**src/rtl/midgap_dgwclk_seq.sv**
```systemverilog
// Staggered wake-up sequencer for NCH gated-clock channels.
// Each channel runs OFF/PEND/ON and owns one ICG feeding a left and a right clock buffer.
// Wake-ups are spaced by at least STAGGER cycles. Turn-offs honour a HOLD-cycle minimum on-time.
module midgap_dgwclk_seq #(
  parameter int unsigned NCH     = 16,
  parameter int unsigned STAGGER = 2,
  parameter int unsigned HOLD    = 4
) (
  input  logic           clk,
  input  logic           rst_n,
  input  logic           SE,
  input  logic [NCH-1:0] req,
  output logic [NCH-1:0] DGWClkLeftNet,
  output logic [NCH-1:0] DGWClkRightNet,
  output logic [NCH-1:0] en_state,
  output logic           busy
);

  localparam int unsigned CntW = 8;
  localparam logic [CntW-1:0] HoldCnt    = CntW'(HOLD);
  localparam logic [CntW-1:0] StaggerLd  = CntW'(STAGGER - 1);

  typedef enum logic [1:0] {
    Off  = 2'd0,
    Pend = 2'd1,
    On   = 2'd2
  } chState_e;

  chState_e        chState [NCH];
  logic [CntW-1:0] onCnt   [NCH];
  logic [CntW-1:0] staggerCnt;
  logic [NCH-1:0]  grantVec;
  logic [NCH-1:0]  pendNext;
  logic            grantFound;

  // Single grant per cycle to the lowest-index pending channel that still requests
  always_comb begin
    grantVec   = '0;
    grantFound = 1'b0;
    for (int i = 0; i < NCH; i++) begin
      if (!grantFound && (staggerCnt == '0) && (chState[i] == Pend) && req[i]) begin
        grantVec[i] = 1'b1;
        grantFound  = 1'b1;
      end
    end
  end

  // Channels that will be pending after this edge; feeds the registered busy flag
  always_comb begin
    pendNext = '0;
    for (int i = 0; i < NCH; i++) begin
      pendNext[i] = req[i] && ((chState[i] == Off) || ((chState[i] == Pend) && !grantVec[i]));
    end
  end

  // Per-channel FSMs, hold counters, stagger counter and registered outputs
  always_ff @(posedge clk or negedge rst_n) begin
    if (!rst_n) begin
      for (int i = 0; i < NCH; i++) begin
        chState[i] <= Off;
        onCnt[i]   <= '0;
      end
      en_state   <= '0;
      busy       <= 1'b0;
      staggerCnt <= '0;
    end else begin
      if (|grantVec) begin
        staggerCnt <= StaggerLd;
      end else if (staggerCnt != '0) begin
        staggerCnt <= staggerCnt - CntW'(1);
      end

      busy <= |pendNext;

      for (int i = 0; i < NCH; i++) begin
        case (chState[i])
          Off: begin
            if (req[i]) chState[i] <= Pend;
          end
          Pend: begin
            if (!req[i]) begin
              chState[i] <= Off;
            end else if (grantVec[i]) begin
              chState[i]  <= On;
              onCnt[i]    <= '0;
              en_state[i] <= 1'b1;
            end
          end
          On: begin
            if (!req[i] && (onCnt[i] >= HoldCnt)) begin
              chState[i]  <= Off;
              onCnt[i]    <= '0;
              en_state[i] <= 1'b0;
            end else if (onCnt[i] < HoldCnt) begin
              onCnt[i] <= onCnt[i] + CntW'(1);
            end
          end
          default: begin
            chState[i]  <= Off;
            onCnt[i]    <= '0;
            en_state[i] <= 1'b0;
          end
        endcase
      end
    end
  end

  // Clock tree per channel: one ICG, two balanced buffers
  for (genvar g = 0; g < NCH; g++) begin : gCh
    logic gatedClk;

    PREICG_X0P5B_A12TR uIcg (
      .CK (clk),
      .E  (en_state[g]),
      .SE (SE),
      .ECK(gatedClk)
    );

    BUFH_X3M_A12TR uBufLeft (
      .A(gatedClk),
      .Y(DGWClkLeftNet[g])
    );

    BUFH_X3M_A12TR uBufRight (
      .A(gatedClk),
      .Y(DGWClkRightNet[g])
    );
  end

endmodule

// Behavioural view of the latch-based integrated clock gate
module PREICG_X0P5B_A12TR (
  input  logic CK,
  input  logic E,
  input  logic SE,
  output logic ECK
);

  logic enLat;

  // Enable is captured while CK is low so the gated pulse is always whole
  always_latch begin
    if (!CK) enLat <= E | SE;
  end

  assign ECK = CK & enLat;

endmodule

// Behavioural view of the clock buffer
module BUFH_X3M_A12TR (
  input  logic A,
  output logic Y
);

  assign Y = A;

endmodule
```
**config.mk**
```make
export PLATFORM = sky130hd
export DESIGN_NAME = midgap_dgwclk_seq
export DESIGN_NICKNAME = d
export VERILOG_FILES = /design/src/rtl/midgap_dgwclk_seq.sv
export SDC_FILE = /design/constraint.sdc
export NUM_CORES = 1
export LEC_CHECK = 0
export BUFFER_PORTS_ARGS = -buffer_cell sky130_fd_sc_hd__buf_2
export CORE_MARGIN = 4
export CORE_UTILIZATION = 40
export CTS_CLUSTER_DIAMETER = 40
export DETAILED_ROUTE_END_ITERATION = 12
export MAX_ROUTING_LAYER = met4
export SYNTH_ARGS = -nofsm -noshare
export SYNTH_HDL_FRONTEND = slang
export SYNTH_HIERARCHICAL = 1
export SYNTH_SLANG_ARGS = --single-unit
```
**constraint.sdc**
```tcl
create_clock -name clk -period 3.2 [get_ports clk]
set_input_delay 0.48 -clock clk [delete_from_list [all_inputs] [get_ports clk]]
set_output_delay 0.48 -clock clk [all_outputs]
set_load 0.02 [all_outputs]
```
==> results.py, run 1 <==
metrics = {
    "worst_setup_path": {
        "r2r_end": "onCnt[16]",
        "critical_path_buf_inv_count": 2,
        "cpLargestDelayFamily": "latches",
        "crit_required_ns": 2.72,
        "cp_data_arrival_time_ns": 3.08,
        "crit_slowest_cell": "dlxtn_2",
        "crit_chain": "and2_4, clkbuf_16, buf_8",
        "timing.critical_path.fanout_max": 2,
        "r2r-start": "chState[27]",
        "r2r_cells": 6,
        "crit_type": "latch to output port",
        "regToRegSetupSlack_ns": 0.56,
        "critPathCaptureType": "output port",
        "start_kind": "latch",
        "cpPeakStageDelay_ns": 0.42,
        "cp-startpoint": "gCh[8].uIcg/enLat",
    },
    "route": {
        "wire_per_inst_um": 15.8,
        "num_vias": 7029,
        "route.detailed.drc": 0,
        "wl_met2_um": 9130,
        "ant_nets": 0,
        "wl_met1_um": 9530,
        "top_layer": "met4",
        "wl_um": 21300,
        "wl_met3_um": 1570,
        "avgViaCountPerCell": 5.23,
        "drtIter0Drc": 425,
        "firstDrtPassIters": 5,
    },
    "synth": {
        "synth_top_cell_area_share_pct": 50.2,
        "syn_area_mm2": 0.00922,
        "ys_seq_elements": 201,
        "async_reset_ff_share_pct": 92.0,
        "synth_top_cells_by_count": "dfrtp_1 (185), inv_1 (71), nor2_1 (68)",
        "yosys_warnings": 6,
        "synth_most_common_cell": "dfrtp_1",
        "synth-edff-count": 0,
        "synth.largest_area_cell": "dfrtp_1",
        "synthCells": 917,
        "ys_types": 64,
        "yosys_most_used_dff": "dfrtp_1",
        "synth_area_leaders": "dfrtp_1 (50%), ha_1 (4.6%), o21ai_0 (3.5%), nor2b_1 (3.2%), and2_1 (3.1%)",
        "synth.net_count": 970,
        "avgSynthCellArea_um2": 10.1,
    },
    "clock_network": {
        "clk_pin_slew_ns": 0.05,
        "clock_latency_ns": 0.65,
        "cts_tree": "done",
    },
    "flow_run": {
        "maxCapViolCount": 0,
    },
    "timing": {
        "setup_tns_ns": -10.46,
        "slew_viol_final": 0,
        "clock_skew_ns": 0.0111,
        "setup_ws_ns": -0.363,
        "worst_pin_slew_ns": 0.660,
        "maxSlewHeadroom_pct": 55.7,
        "rsz0062_at_grt": "yes",
        "setup_violations": 48,
        "final_hold_viol_count": 0,
    },
    "pwr": {
        "p_leak_nw": 6.11,
        "power_density_mw_per_mm2": 954,
        "vdd_drop_max_uv": 647,
    },
    "floorplanning": {
        "start_util_pct": 40.7,
        "die_w_um": 160,
        "core_mm2": 0.0226,
        "die_h_um": 160,
        "dieArea_mm2": 0.0256,
        "pin_count": 68,
        "fp-row-count": 55,
    },
    "outcome": {
        "failed_checks": "setup timing",
        "status": "complete, but fails checks",
    },
    "finish": {
        "finish.utilization_pct": 54.5,
        "area_growth_pct": 33.8,
        "num-nets-final": 1086,
        "final_layout_size_suffix_gt1_share_pct": 20.6,
        "nFillCells": 1937,
    },
    "place": {
        "hpwl_um": 12900,
        "place_congestion": 0.802,
        "numPortBuffers": 67,
    },
    "min_path": {
        "min_from": "req[2]",
        "min_path_cells": 2,
        "min_to": "chState[27]",
        "hold_path.class": "input port to flip-flop",
    },
    "global_routing": {
        "grt_max_degree": 74,
        "gr-total-overflow": 0,
        "grt_use_total_pct": 17.6,
        "grt_pass1_vias": 7587,
        "antenna_found_initial": 1,
        "grt_pass1_wl_um": 36100,
    },
}
[layer usage]
layer  up-vias  GRT usage [%]
li1       3397              -
met1      3325           21.3
met2       205           23.3
met3       102           7.85
met4         0           12.4
met5         -              -
[final cells by class]
| cell class | instances | area (µm²) | area share, % |
|---|---|---|---|
| inverter | 71 | 267 | 2.16 |
| clock inverter | 12 | 165 | 1.34 |
| multi-input combinational | 606 | 3850 | 31.2 |
| clock buffer | 125 | 2550 | 20.6 |
| timing repair buffer | 44 | 267 | 2.16 |
| antenna | 1 | 2.50 | 0.0203 |
| tap | 285 | 357 | 2.89 |
| sequential | 201 | 4880 | 39.6 |
[worst max path at each step]
stage,depth (start not counted),to,slack [ns]
2_1_floorplan,2,DGWClkLeftNet[0],0.50
3_3_place_gp,2,DGWClkLeftNet[6],0.49
3_5_place_dp,7,onCnt[16],0.45
4_1_cts,3,DGWClkLeftNet[8],-0.39
5_1_grt,3,DGWClkRightNet[8],-0.40
6_report,3,DGWClkRightNet[8],-0.36
[metrics by stage]
stage	power, W	setup slack, ns	hold slack [ns]	instances	cell area (µm²)
floorplan	0.00478	0.501	0.184	917	9220
global placement	0.00492	0.492	0.463	1238	9720
detailed placement	0.00495	0.449	0.466	1238	9720
CTS	0.0120	-0.392	0.0940	1345	12400
global route	0.0124	-0.404	0.102	1345	12300
finish	0.0118	-0.363	0.109	1345	12300
[worst reg2reg max path: stages (launching register included)]
cell       delay, ns
dfrtp_1         0.45
nand3b_1        0.32
o2111ai_2       0.30
nor4_4          0.69
a31oi_1         0.24
nor2_1          0.36
o21ai_0         0.14
[sequential cells by signal, summed over array words and instances, names as in the netlist]
name and cells:
en_state 16, gCh.uIcg/enLat 16, onCnt 128, chState 32, busy 1, staggerCnt 8
[cells by family after synthesis]
group	after synthesis	synth area share [%]
multiplexers	2	0.217
adder cells (fa/ha/maj)	34	4.61
buffers and inverters	110	5.85
XOR/XNOR	7	0.665
flip-flops	185	50.2
AND/OR/NAND/NOR	377	22.6
AO/OA/AOI/OAI	186	13.3
latches	16	2.60
[placed cells by master, fill, tap and decap left out, types with 9 or more instances in the layout]
cell type,netlist,layout
nor3_1,21,21
o21ai_0,64,64
nand3b_1,13,13
and3_1,13,13
or2_1,16,16
buf_8,0,33
ha_1,34,34
nand2_1,64,64
nor2b_1,47,47
or4_1,15,15
dfrtp_1,185,185
a41oi_1,14,14
buf_2,2,34
a21oi_1,24,24
clkbuf_16,0,76
and2_1,45,29
nor2_1,68,68
a31oi_1,18,18
nand2b_1,10,10
dlxtn_2,0,10
inv_1,71,71
and2_4,0,16
o22ai_1,9,9
nand3_1,34,34
[where the power goes]
group          total (W)  switching [W]  leakage (nW)  internal, W
combinational    0.00103       0.000618          2.20     0.000409
clock            0.00763        0.00243          1.39      0.00520
sequential       0.00311       0.000290          2.51      0.00282
[repair_timing]
| action | in CTS | in global routing |
|---|---|---|
| hold endpoints to repair | 70 | 0 |
| pin swaps | 2 | 3 |
| endpoints found under the setup margin | 48 | 48 |
| buffers inserted | 3 | 0 |
| resized for setup | 118 | 6 |
| hold buffers | 1 | 0 |
Note: power is estimated with default switching activity, not from simulation.
==> inputs of run 2 (changes only) <==
--- a/config.mk
+++ b/config.mk
@@ -10,7 +10,6 @@
 export CORE_UTILIZATION = 40
 export CTS_CLUSTER_DIAMETER = 40
 export DETAILED_ROUTE_END_ITERATION = 12
-export MAX_ROUTING_LAYER = met4
 export SYNTH_ARGS = -nofsm -noshare
 export SYNTH_HDL_FRONTEND = slang
 export SYNTH_HIERARCHICAL = 1
==> results.py, run 2 (synthesis gave the netlist of run 1 again) <==
metrics = {
    "timing": {
        "rsz0062_at_grt": "yes",
        "hold_slack_ns": 0.108,
        "worst_pin_slew_ns": 0.669,
        "setup_ws_ns": -0.364,
        "maxSlewHeadroom_pct": 55.1,
        "setup_tns_ns": -10.46,
        "setup_violations": 48,
        "final_hold_viol_count": 0,
        "slew_viol_final": 0,
        "clock_skew_ns": 0.00990,
    },
    "outcome": {
        "status": "complete, but fails checks",
        "failed_checks": "setup timing",
    },
    "floorplanning": {
        "fp-row-count": 55,
        "start_util_pct": 40.7,
        "pin_count": 68,
        "die_h_um": 160,
        "core_mm2": 0.0226,
        "die_w_um": 160,
        "dieArea_mm2": 0.0256,
    },
    "clock_network": {
        "cts_tree": "done",
        "clock_latency_ns": 0.65,
        "clk_pin_slew_ns": 0.05,
    },
    "pwr": {
        "power_density_mw_per_mm2": 954,
        "p_leak_nw": 6.11,
        "vdd_drop_max_uv": 647,
    },
    "flow_run": {
        "maxCapViolCount": 0,
    },
    "finish": {
        "nFillCells": 1937,
        "largest_registers": "onCnt: 128 flops, chState: 32 flops",
        "multi_input_area_mm2": 0.00385,
        "num-nets-final": 1086,
        "final_cell_mix": "dfrtp_1 (185), clkbuf_16 (76), inv_1 (71)",
        "top_register": "onCnt",
        "area_growth_pct": 33.8,
        "final_common_cell": "dfrtp_1",
        "final_layout_size_suffix_gt1_share_pct": 20.6,
        "largest_reg_flops": 128,
        "ff_latch_area_mm2": 0.00488,
        "final_area_mm2": 0.0123,
    },
    "worst_setup_path": {
        "timing.critical_path.fanout_max": 2,
        "crit_type": "latch to output port",
        "critPathCaptureType": "output port",
        "start_kind": "latch",
        "cp_data_arrival_time_ns": 3.08,
        "crit_required_ns": 2.72,
    },
    "global_routing": {
        "grt_max_degree": 74,
        "grt_pass1_wl_um": 36100,
        "grt_use_total_pct": 17.2,
        "grt_pass1_vias": 7591,
        "antenna_found_initial": 1,
        "gr-total-overflow": 0,
    },
    "route": {
        "route.detailed.drc": 0,
        "drtIter0Drc": 463,
        "num_vias": 7009,
        "wl_um": 21300,
        "wire_per_inst_um": 15.8,
        "avgViaCountPerCell": 5.21,
        "ant_nets": 0,
        "firstDrtPassIters": 5,
    },
    "place": {
        "hpwl_um": 12900,
        "pre_cts_ws_ns": 0.449,
        "numPortBuffers": 67,
        "place_congestion": 0.791,
        "place_area_mm2": 0.00972,
    },
    "min_path": {
        "hold_path.class": "input port to flip-flop",
    },
}
-- run 2: repair_timing --
action / in CTS / in global routing
buffers inserted: 3 / 0
endpoints found under the hold margin: 70 / 0
setup endpoints to repair: 48 / 48
resized for setup: 118 / 6
hold buffers: 1 / 0
pin swaps: 2 / 3
-- run 2: critical path, cell delays in order, from the launching register on --
cell and delay [ns]:
dlxtn_2 0.42, and2_4 0.17, clkbuf_16 0.13, buf_8 0.10
-- run 2: stage by stage --
| step | total power [W] | std cells | utilization [%] |
|---|---|---|---|
| after global routing | 0.0124 | 1345 | 54.5 |
| after detailed placement | 0.00495 | 1238 | 42.9 |
| final | 0.0118 | 1345 | 54.5 |
| after CTS | 0.0120 | 1345 | 54.6 |
| after floorplan | 0.00478 | 917 | - |
| after global placement | 0.00492 | 1238 | 42.9 |
-- run 2: final timing paths --
kind	startpoint	to	slack, ns	depth (start not counted)
setup / recovery	gCh[8].uIcg/enLat	DGWClkRightNet[8]	-0.36	3
hold / removal	req[2]	chState[27]	0.11	2
setup reg to reg	staggerCnt[0]	onCnt[16]	0.55	8
hold reg to reg	onCnt[54]	onCnt[54]	0.48	1
max in group asynchronous	rst_n	onCnt[84]	1.96	3
min in group asynchronous	rst_n	onCnt[73]	0.40	2
-- run 2: area by class of cell --
type	count	share of cell area (%)
Multi-Input combinational cell	606	31.2
Clock inverter	12	1.34
Clock buffer	125	20.6
Inverter	71	2.16
Timing Repair Buffer	44	2.16
Sequential cell	201	39.6
Tap cell	285	2.89
Antenna cell	1	0.0203
-- run 2: power breakdown --
group | internal [W] | leakage, nW | switching (W)
clock network | 0.00521 | 1.39 | 0.00243
registers | 0.00282 | 2.51 | 0.000290
logic | 0.000409 | 2.20 | 0.000619
total | 0.00843 | 6.11 | 0.00334
-- run 2: routing by layer --
layer,GRT usage (%),part of all wire [%],vias to the layer above
li1,-,-,3395
met1,21.3,45,3313
met2,23.3,43,204
met3,8.00,7.1,97
met4,12.4,5.0,0
met5,0,0,-
